[src/rtl/wb_ic_defs.sv]
// Shared definitions for the Wishbone slave-side interconnect:
// FSM encoding, default read value and counter widths.
package wb_ic_defs;

    typedef enum logic [1:0] {
        IDLE,
        ACTIVE,
        DFLT_ACK,
        WAIT_DROP
    } state_e;

    localparam logic [31:0] DFLT_RD_VAL = 32'hBADFABAC;
    localparam int          TOCNT_W     = 16;

    // Slot field is ADR[APERWIDTH-1:APERSIZE+2]
    function automatic int slot_msb(input int aperwidth);
        return aperwidth - 1;
    endfunction

    function automatic int slot_lsb(input int apersize);
        return apersize + 2;
    endfunction

endpackage

[src/rtl/wb_slave_interconnect_if.sv]
// Bridge-side Wishbone bus between the AHB-to-FPGA bridge (master)
// and the slave interconnect (slave).
interface wb_slave_interconnect_if #(
    parameter int APERWIDTH = 17
);
    logic [APERWIDTH-1:0] WBs_ADR;
    logic                 WBs_CYC;
    logic                 WBs_STB;
    logic                 WBs_WE;
    logic                 WBs_RD;
    logic [3:0]           WBs_BYTE_STB;
    logic [31:0]          WBs_DAT;
    logic                 WBs_ACK;

    modport master (
        output WBs_ADR, WBs_CYC, WBs_STB, WBs_WE, WBs_RD, WBs_BYTE_STB,
        input  WBs_DAT, WBs_ACK
    );

    modport slave (
        input  WBs_ADR, WBs_CYC, WBs_STB, WBs_WE, WBs_RD, WBs_BYTE_STB,
        output WBs_DAT, WBs_ACK
    );
endinterface

[src/rtl/wb_ic_timeout.sv]
// Clear/enable cycle counter with terminal-count flag used to bound
// how long the interconnect waits for a slave acknowledge.
module wb_ic_timeout #(
    parameter int W  = 3,
    parameter int TC = 7
) (
    input  logic clk_i,
    input  logic rst_i,
    input  logic clr_i,
    input  logic en_i,
    output logic tc_o
);
    logic [W-1:0] cnt_q, cnt_d;

    always_comb begin
        cnt_d = cnt_q;
        if (clr_i)
            cnt_d = '0;
        else if (en_i)
            cnt_d = cnt_q + 1'b1;
    end

    always_ff @(posedge clk_i or posedge rst_i) begin
        if (rst_i)
            cnt_q <= '0;
        else
            cnt_q <= cnt_d;
    end

    assign tc_o = (cnt_q == W'(TC - 1));
endmodule

[src/rtl/wb_slave_interconnect.sv]
// Wishbone slave-side interconnect: slot decode, read mux, default ACK.
// Define WB_IC_ERR_CAPTURE_EN to add Err_Adr_o/Err_WE_o error capture.
module wb_slave_interconnect
    import wb_ic_defs::*;
#(
    parameter int                        APERWIDTH          = 17,
    parameter int                        APERSIZE           = 10,
    parameter int                        NUM_SLV            = 4,
    parameter logic [NUM_SLV*APERWIDTH-1:0] SLV_BASE_ADDR   = '0,
    parameter logic [NUM_SLV*4-1:0]      SLV_WR_BSTB_MASK   = '1,
    parameter int                        TIMEOUT_CYCLES     = 7,
    parameter int                        CNTR_WIDTH         = 3,
    parameter logic [31:0]               DEFAULT_READ_VALUE = DFLT_RD_VAL
) (
    input  logic                   WBs_CLK_i,
    input  logic                   WBs_RST_i,
    wb_slave_interconnect_if.slave wbs,
    output logic [NUM_SLV-1:0]     WBm_CYC_o,
    input  logic [NUM_SLV*32-1:0]  WBm_DAT_i,
    input  logic [NUM_SLV-1:0]     WBm_ACK_i,
    output logic [TOCNT_W-1:0]     Timeout_Cnt_o
`ifdef WB_IC_ERR_CAPTURE_EN
    ,
    output logic [APERWIDTH-1:0]   Err_Adr_o,
    output logic                   Err_WE_o
`endif
);
    localparam int SMSB = slot_msb(APERWIDTH);
    localparam int SLSB = slot_lsb(APERSIZE);
    localparam int IDXW = (NUM_SLV > 1) ? $clog2(NUM_SLV) : 1;

    state_e              state_q, state_d;
    logic [IDXW-1:0]     idx_q, dec_idx;
    logic                hit_q, dec_hit;
    logic [TOCNT_W-1:0]  tocnt_q;
    logic [NUM_SLV-1:0]  slot_hit;
    logic [31:0]         slv_dat [NUM_SLV];
    logic                req, tc, cnt_clr, cnt_en, ack, sel_ack;
    logic [31:0]         dat;
    logic                unused_adr_lo;

    assign unused_adr_lo = ^wbs.WBs_ADR[SLSB-1:0];
    assign req = wbs.WBs_CYC & wbs.WBs_STB;

    for (genvar g = 0; g < NUM_SLV; g++) begin : g_dec
        localparam int B = g * APERWIDTH;
        logic adr_match, wr_ok;
        assign adr_match = wbs.WBs_ADR[SMSB:SLSB] ==
                           SLV_BASE_ADDR[B+SMSB:B+SLSB];
        assign wr_ok = |(wbs.WBs_BYTE_STB & SLV_WR_BSTB_MASK[g*4 +: 4]);
        assign slot_hit[g] = adr_match &
                             (wbs.WBs_RD | (wbs.WBs_WE & wr_ok));
        assign slv_dat[g] = WBm_DAT_i[g*32 +: 32];
    end

    // Descending scan so the lowest matching slot wins on overlap
    always_comb begin
        dec_idx = '0;
        dec_hit = 1'b0;
        for (int s = NUM_SLV - 1; s >= 0; s--) begin
            if (slot_hit[s]) begin
                dec_idx = IDXW'(s);
                dec_hit = 1'b1;
            end
        end
    end

    wb_ic_timeout #(
        .W  (CNTR_WIDTH),
        .TC (TIMEOUT_CYCLES)
    ) u_timeout (
        .clk_i (WBs_CLK_i),
        .rst_i (WBs_RST_i),
        .clr_i (cnt_clr),
        .en_i  (cnt_en),
        .tc_o  (tc)
    );

    assign sel_ack = WBm_ACK_i[idx_q];

    always_comb begin
        state_d   = state_q;
        WBm_CYC_o = '0;
        ack       = 1'b0;
        dat       = DEFAULT_READ_VALUE;
        cnt_clr   = 1'b0;
        cnt_en    = 1'b0;
        unique case (state_q)
            IDLE: begin
                cnt_clr = 1'b1;
                if (req)
                    state_d = ACTIVE;
            end
            ACTIVE: begin
                if (!wbs.WBs_CYC) begin
                    cnt_clr = 1'b1;
                    state_d = IDLE;
                end else begin
                    cnt_en = 1'b1;
                    if (hit_q) begin
                        WBm_CYC_o[idx_q] = 1'b1;
                        dat              = slv_dat[idx_q];
                    end
                    // Slave ACK beats a timeout landing on the same cycle
                    if (hit_q && sel_ack) begin
                        ack     = 1'b1;
                        state_d = WAIT_DROP;
                    end else if (tc) begin
                        state_d = DFLT_ACK;
                    end
                end
            end
            DFLT_ACK: begin
                ack     = 1'b1;
                state_d = WAIT_DROP;
            end
            WAIT_DROP: begin
                if (!wbs.WBs_STB)
                    state_d = IDLE;
            end
            default: state_d = IDLE;
        endcase
    end

    always_ff @(posedge WBs_CLK_i or posedge WBs_RST_i) begin
        if (WBs_RST_i) begin
            state_q <= IDLE;
            idx_q   <= '0;
            hit_q   <= 1'b0;
            tocnt_q <= '0;
        end else begin
            state_q <= state_d;
            if (state_q == IDLE && req) begin
                idx_q <= dec_idx;
                hit_q <= dec_hit;
            end
            if (state_q == DFLT_ACK && tocnt_q != '1)
                tocnt_q <= tocnt_q + 1'b1;
        end
    end

`ifdef WB_IC_ERR_CAPTURE_EN
    logic [APERWIDTH-1:0] err_adr_q;
    logic                 err_we_q;

    always_ff @(posedge WBs_CLK_i or posedge WBs_RST_i) begin
        if (WBs_RST_i) begin
            err_adr_q <= '0;
            err_we_q  <= 1'b0;
        end else if (state_q == DFLT_ACK) begin
            err_adr_q <= wbs.WBs_ADR;
            err_we_q  <= wbs.WBs_WE;
        end
    end

    assign Err_Adr_o = err_adr_q;
    assign Err_WE_o  = err_we_q;
`endif

    assign wbs.WBs_ACK   = ack;
    assign wbs.WBs_DAT   = dat;
    assign Timeout_Cnt_o = tocnt_q;
endmodule

[src/flat_wrapper.sv]
// flat-port wrapper written by rule: the top's interface ports become plain ports
module wb_slave_interconnect_flat import wb_ic_defs::*;
#(
    parameter int                        APERWIDTH          = 17,
    parameter int                        APERSIZE           = 10,
    parameter int                        NUM_SLV            = 4,
    parameter logic [NUM_SLV*APERWIDTH-1:0] SLV_BASE_ADDR   = '0,
    parameter logic [NUM_SLV*4-1:0]      SLV_WR_BSTB_MASK   = '1,
    parameter int                        TIMEOUT_CYCLES     = 7,
    parameter int                        CNTR_WIDTH         = 3,
    parameter logic [31:0]               DEFAULT_READ_VALUE = DFLT_RD_VAL
)
  (WBs_CLK_i, WBs_RST_i, WBm_CYC_o, WBm_DAT_i, WBm_ACK_i, Timeout_Cnt_o, wbs_WBs_ADR, wbs_WBs_CYC, wbs_WBs_STB, wbs_WBs_WE, wbs_WBs_RD, wbs_WBs_BYTE_STB, wbs_WBs_DAT, wbs_WBs_ACK);
  wb_slave_interconnect_if #(.APERWIDTH(APERWIDTH)) wbs_i ();
  input  logic WBs_CLK_i;
  input  logic WBs_RST_i;
  output logic [NUM_SLV-1:0] WBm_CYC_o;
  input  logic [NUM_SLV*32-1:0] WBm_DAT_i;
  input  logic [NUM_SLV-1:0] WBm_ACK_i;
  output logic [TOCNT_W-1:0] Timeout_Cnt_o;
  input wire logic [$bits(wbs_i.WBs_ADR)-1:0] wbs_WBs_ADR;
  input wire logic [$bits(wbs_i.WBs_CYC)-1:0] wbs_WBs_CYC;
  input wire logic [$bits(wbs_i.WBs_STB)-1:0] wbs_WBs_STB;
  input wire logic [$bits(wbs_i.WBs_WE)-1:0] wbs_WBs_WE;
  input wire logic [$bits(wbs_i.WBs_RD)-1:0] wbs_WBs_RD;
  input wire logic [$bits(wbs_i.WBs_BYTE_STB)-1:0] wbs_WBs_BYTE_STB;
  output wire logic [$bits(wbs_i.WBs_DAT)-1:0] wbs_WBs_DAT;
  output wire logic [$bits(wbs_i.WBs_ACK)-1:0] wbs_WBs_ACK;
  assign wbs_i.WBs_ADR = wbs_WBs_ADR;
  assign wbs_i.WBs_CYC = wbs_WBs_CYC;
  assign wbs_i.WBs_STB = wbs_WBs_STB;
  assign wbs_i.WBs_WE = wbs_WBs_WE;
  assign wbs_i.WBs_RD = wbs_WBs_RD;
  assign wbs_i.WBs_BYTE_STB = wbs_WBs_BYTE_STB;
  assign wbs_WBs_DAT = wbs_i.WBs_DAT;
  assign wbs_WBs_ACK = wbs_i.WBs_ACK;
  wb_slave_interconnect #(.APERWIDTH(APERWIDTH), .APERSIZE(APERSIZE), .NUM_SLV(NUM_SLV), .SLV_BASE_ADDR(SLV_BASE_ADDR), .SLV_WR_BSTB_MASK(SLV_WR_BSTB_MASK), .TIMEOUT_CYCLES(TIMEOUT_CYCLES), .CNTR_WIDTH(CNTR_WIDTH), .DEFAULT_READ_VALUE(DEFAULT_READ_VALUE)) u_core (.WBs_CLK_i(WBs_CLK_i), .WBs_RST_i(WBs_RST_i), .wbs(wbs_i), .WBm_CYC_o(WBm_CYC_o), .WBm_DAT_i(WBm_DAT_i), .WBm_ACK_i(WBm_ACK_i), .Timeout_Cnt_o(Timeout_Cnt_o));
endmodule
[config.mk]
export PLATFORM = sky130hd
export DESIGN_NAME = wb_slave_interconnect_flat
export DESIGN_NICKNAME = d
export VERILOG_FILES = /design/src/rtl/wb_ic_defs.sv /design/src/rtl/wb_slave_interconnect_if.sv /design/src/rtl/wb_ic_timeout.sv /design/src/rtl/wb_slave_interconnect.sv /design/src/flat_wrapper.sv
export SDC_FILE = /design/constraint.sdc
export NUM_CORES = 1
export LEC_CHECK = 0
export CAP_MARGIN = 20
export CORE_MARGIN = 2
export CORE_UTILIZATION = 21
export CTS_CLUSTER_SIZE = 25
export DETAILED_ROUTE_END_ITERATION = 12
export PLACE_DENSITY_LB_ADDON = 0.3
export REMOVE_ABC_BUFFERS = 1
export SYNTH_ARGS = -nofsm -noshare
export SYNTH_HDL_FRONTEND = slang
export SYNTH_SLANG_ARGS = --single-unit
[constraint.sdc]
create_clock -name WBs_CLK_i -period 1.9 [get_ports WBs_CLK_i]
set_clock_uncertainty 0.15 [all_clocks]
set_input_delay 0.475 -clock WBs_CLK_i [delete_from_list [all_inputs] [get_ports WBs_CLK_i]]
set_output_delay 0.475 -clock WBs_CLK_i [all_outputs]
set_load 0.03 [all_outputs]
==> flow_summary_export.csv <==
group,metric,value,unit
clock_network,cts_inserted_buffers,3,
floorplan,ios,212,
timing,fmax,0.445,GHz
setup_path,crit_path_cell_trace,"inv_2 -> ha_4 -> and3_4 -> buf_12 -> buf_16 -> nand2b_4 -> buf_6",
synthesis,synth.ff_latch_count,22,
setup_path,peak_per_stage_delay_on_the_critical_path,400,ps
route,totalWireLength,5460,µm
synthesis,seq_area_frac_synth,38.6,%
timing,shortest_clock_period_the_worst_path_allows_after_layout,2250,ps
finish,mostFrequentLayoutCell,"sky130_fd_sc_hd__clkdlybuf4s50_1",
setup_path,path_buf_inv,4,
clock_network,h-tree-depth,1,
synthesis,synthesis.area,1430,µm²
place,last_weighted_congestion_value_of_the_routability_driven_placer,0.798,
setup_path,reg2reg_from,"u_core.state_q[0]",
setup_path,slowest_stage,"sky130_fd_sc_hd__dfrtp_1",
setup_path,cp_data_arrival_time,1620,ps
place,post_placement_cell_count,341,
place,dp_slack,-505,ps
finish,finalNetCount,436,
finish,flow.area_growth_from_synthesis,113,%
outcome,status,"finished, violations left",
route,viasPerCell,4.48,
floorplan,floorplan.core_area,6680,µm²
floorplan,rows,30,
power,final_power,1850,µW
finish,stdcell_area,3040,µm²
min_path,timing.hold.worst.class,"reg -> reg",
setup_path,worstSetupEndpointType,"primary output",
floorplan,chipHeight,86.4,µm
synthesis,yosys_warnings,0,
setup_path,crit_cells,7,
setup_path,startpoint_type,"flip-flop",
finish,multiInputGateArea,1090,µm²
place,io_buffer_count,97,
setup_path,critical_path.top_delay_family,"buffers and inverters",
place,post_dp_cell_area,2530,µm²
floorplan,die_width,86.4,µm
timing,setup_viol_count_final,34,
finish,area.sequential,551,µm²
synthesis,share_of_flip_flops_with_an_asynchronous_set_or_reset_after_synthesis,100,%
setup_path,rr_worst_depth,7,
timing,minimum_setup_slack_in_the_final_design,-346,ps
place,hpwl,4150,µm
route,drt_first_iter_violations,20,
synthesis,avgSynthCellArea,9.38,µm²
route,vias,1560,
timing,unrepaired_setup_endpoints_after_global_routing,"true",
min_path,min-delay-start,"u_core.Timeout_Cnt_o[15]",
timing,maxSlewViolCount,0,
setup_path,critical_path_class,"reg -> out",
global_route,antenna_found_initial,0,
floorplan,floorplan.initialDensity,21.3,%
floorplan,floorplan.die_area,7460,µm²
finish,commonest_non_fill_non_tap_cells_in_the_layout,"46 x sky130_fd_sc_hd__clkdlybuf4s50_1, 32 x sky130_fd_sc_hd__buf_6, 22 x sky130_fd_sc_hd__dfrtp_1",
synthesis,synth_cell_types,36,
finish,antenna-diode-count,0,
setup_path,required_arrival_time_at_the_worst_endpoint,1270,ps
global_route,groute.usage.overall,14.6,%
min_path,worst_hold_path.num_cells,1,
route,detail-route-antenna-nets,0,
global_route,grt_start_max_net_pins,23,
synthesis,netlist_instances,152,
power,power-per-cell-area,610,nW/µm²
global_route,first_pass_grt_wire_length,8370,µm
timing,timing_hold_violations_final,0,
route,dr.pass1.iters,4,
clock_network,longest_clk_path_bufs,2,
clock_network,root_buffer,"sky130_fd_sc_hd__clkbuf_8",
route,post-route-drc-count,0,
finish,finalNonFillerCells,348,
route,wl_per_cell,15.7,µm
synthesis,ys_dominant_reg_cell,"sky130_fd_sc_hd__dfrtp_1",
outcome,violations,"negative setup slack",
global_route,number_of_global_route_vias_before_repair,1622,
clock_network,clock_sinks,22,
finish,layout-drive-gt1-share,38.8,%
timing,finalCritPeriodShare,118,%
job,timing.max_cap.violations,0,
clock_network,clock_latency_reported_for_the_late_side_of_the_worst_skew_pair,260,ps
power,worst_ir_drop_vdd,0.568,mV
clock_network,cts_tree,"done",
global_route,grt_overflow,0,
clock_network,path_clk_slew,80,ps
clock_network,cts_hold_repair.buffers,0,
setup_path,timing.critical_path.fanout_max,8,
power,power_leakage,0.00142,µW
timing,final.hold.worst_slack,349,ps
synthesis,synth_edf_count,0,
finish,num-fill-cells,652,
flip-flops by register name, indices dropped and copies added (netlist names), named ones only:
signal,flops
u_core.Timeout_Cnt_o,16
u_core.hit_q,1
u_core.state_q,1
u_core.u_timeout.cnt_q,3
metrics by stage:
step	utilization [%]	TNS, ps
floorplan	-	-20110
global placement	37.9	-15870
detailed placement	37.9	-16050
CTS	44.0	-11000
global route	45.5	-12370
finish	45.5	-9740
routing by layer:
| layer | routed length [µm] | GRT usage (%) | vias to the layer above |
|---|---|---|---|
| met3 | 350 | 2.67 | 11 |
| met4 | 154 | 4.83 | 0 |
| met2 | 2880 | 27.2 | 69 |
| met1 | 2070 | 16.6 | 734 |
| li1 | - | - | 746 |
| met5 | 0 | 0 | - |
Yosys cell counts (3+ instances only):
cell                       instances  area share, %
sky130_fd_sc_hd__a21oi_1           3            1.1
sky130_fd_sc_hd__a31oi_1           3            1.3
sky130_fd_sc_hd__and2_1           13            5.7
sky130_fd_sc_hd__and3_1            7            3.1
sky130_fd_sc_hd__buf_4             3            1.6
sky130_fd_sc_hd__clkbuf_1          3           0.79
sky130_fd_sc_hd__dfrtp_1          22             39
sky130_fd_sc_hd__ha_1              7            6.1
sky130_fd_sc_hd__inv_1             7            1.8
sky130_fd_sc_hd__nand2_1           8            2.1
sky130_fd_sc_hd__nand2b_1         23             10
sky130_fd_sc_hd__nand3_1           9            3.2
sky130_fd_sc_hd__nand4_1           3            1.3
sky130_fd_sc_hd__nor2_1            6            1.6
sky130_fd_sc_hd__xnor2_1          11            6.8
sky130_fd_sc_hd__xor2_1            3            1.8
timing repair:
item                       CTS  global route
gates cloned                 3             0
setup buffers                3             1
resized for setup           79            22
pin swaps                    2             5
setup endpoints to repair   51            41
path summary, 6_finish.rpt:
path	end	slack, ps
max reg2reg	u_core.Timeout_Cnt_o[13]	120
max	wbs_WBs_DAT[8]	-350
min reg2reg	u_core.Timeout_Cnt_o[15]	350
min in group asynchronous	u_core.Timeout_Cnt_o[8]	430
min	u_core.Timeout_Cnt_o[15]	350
max in group asynchronous	u_core.Timeout_Cnt_o[7]	940
report_power, final:
part           leakage [µW]  total [µW]  internal (µW)  switching [µW]
logic               0.00110         935            491             444
clock network     0.0000216         284            141             142
registers          0.000296         635            552            82.9
total               0.00142        1850           1180             669
kinds of logic (layout without fill, tap and decap cells):
group           count (synthesis)  after routing  share of synthesized area [%]
compound gates                 12             12                           6.32
other cells                     1              3                          0.263
xor+xnor                       14             14                           8.60
fa+ha+maj                       7              7                           6.15
mux                             3              3                           2.28
simple gates                   80             80                           33.5
flops                          22             22                           38.6
buf+inv                        13            127                           4.21
cell type report:
class / instances / share of cell area (%)
Timing Repair Buffer: 117 / 40.6
Multi-Input combinational cell: 119 / 35.8
Sequential cell: 22 / 18.1
Tap cell: 80 / 3.29
Clock buffer: 3 / 1.36
Inverter: 7 / 0.865
(Power assumes the default switching activity.)
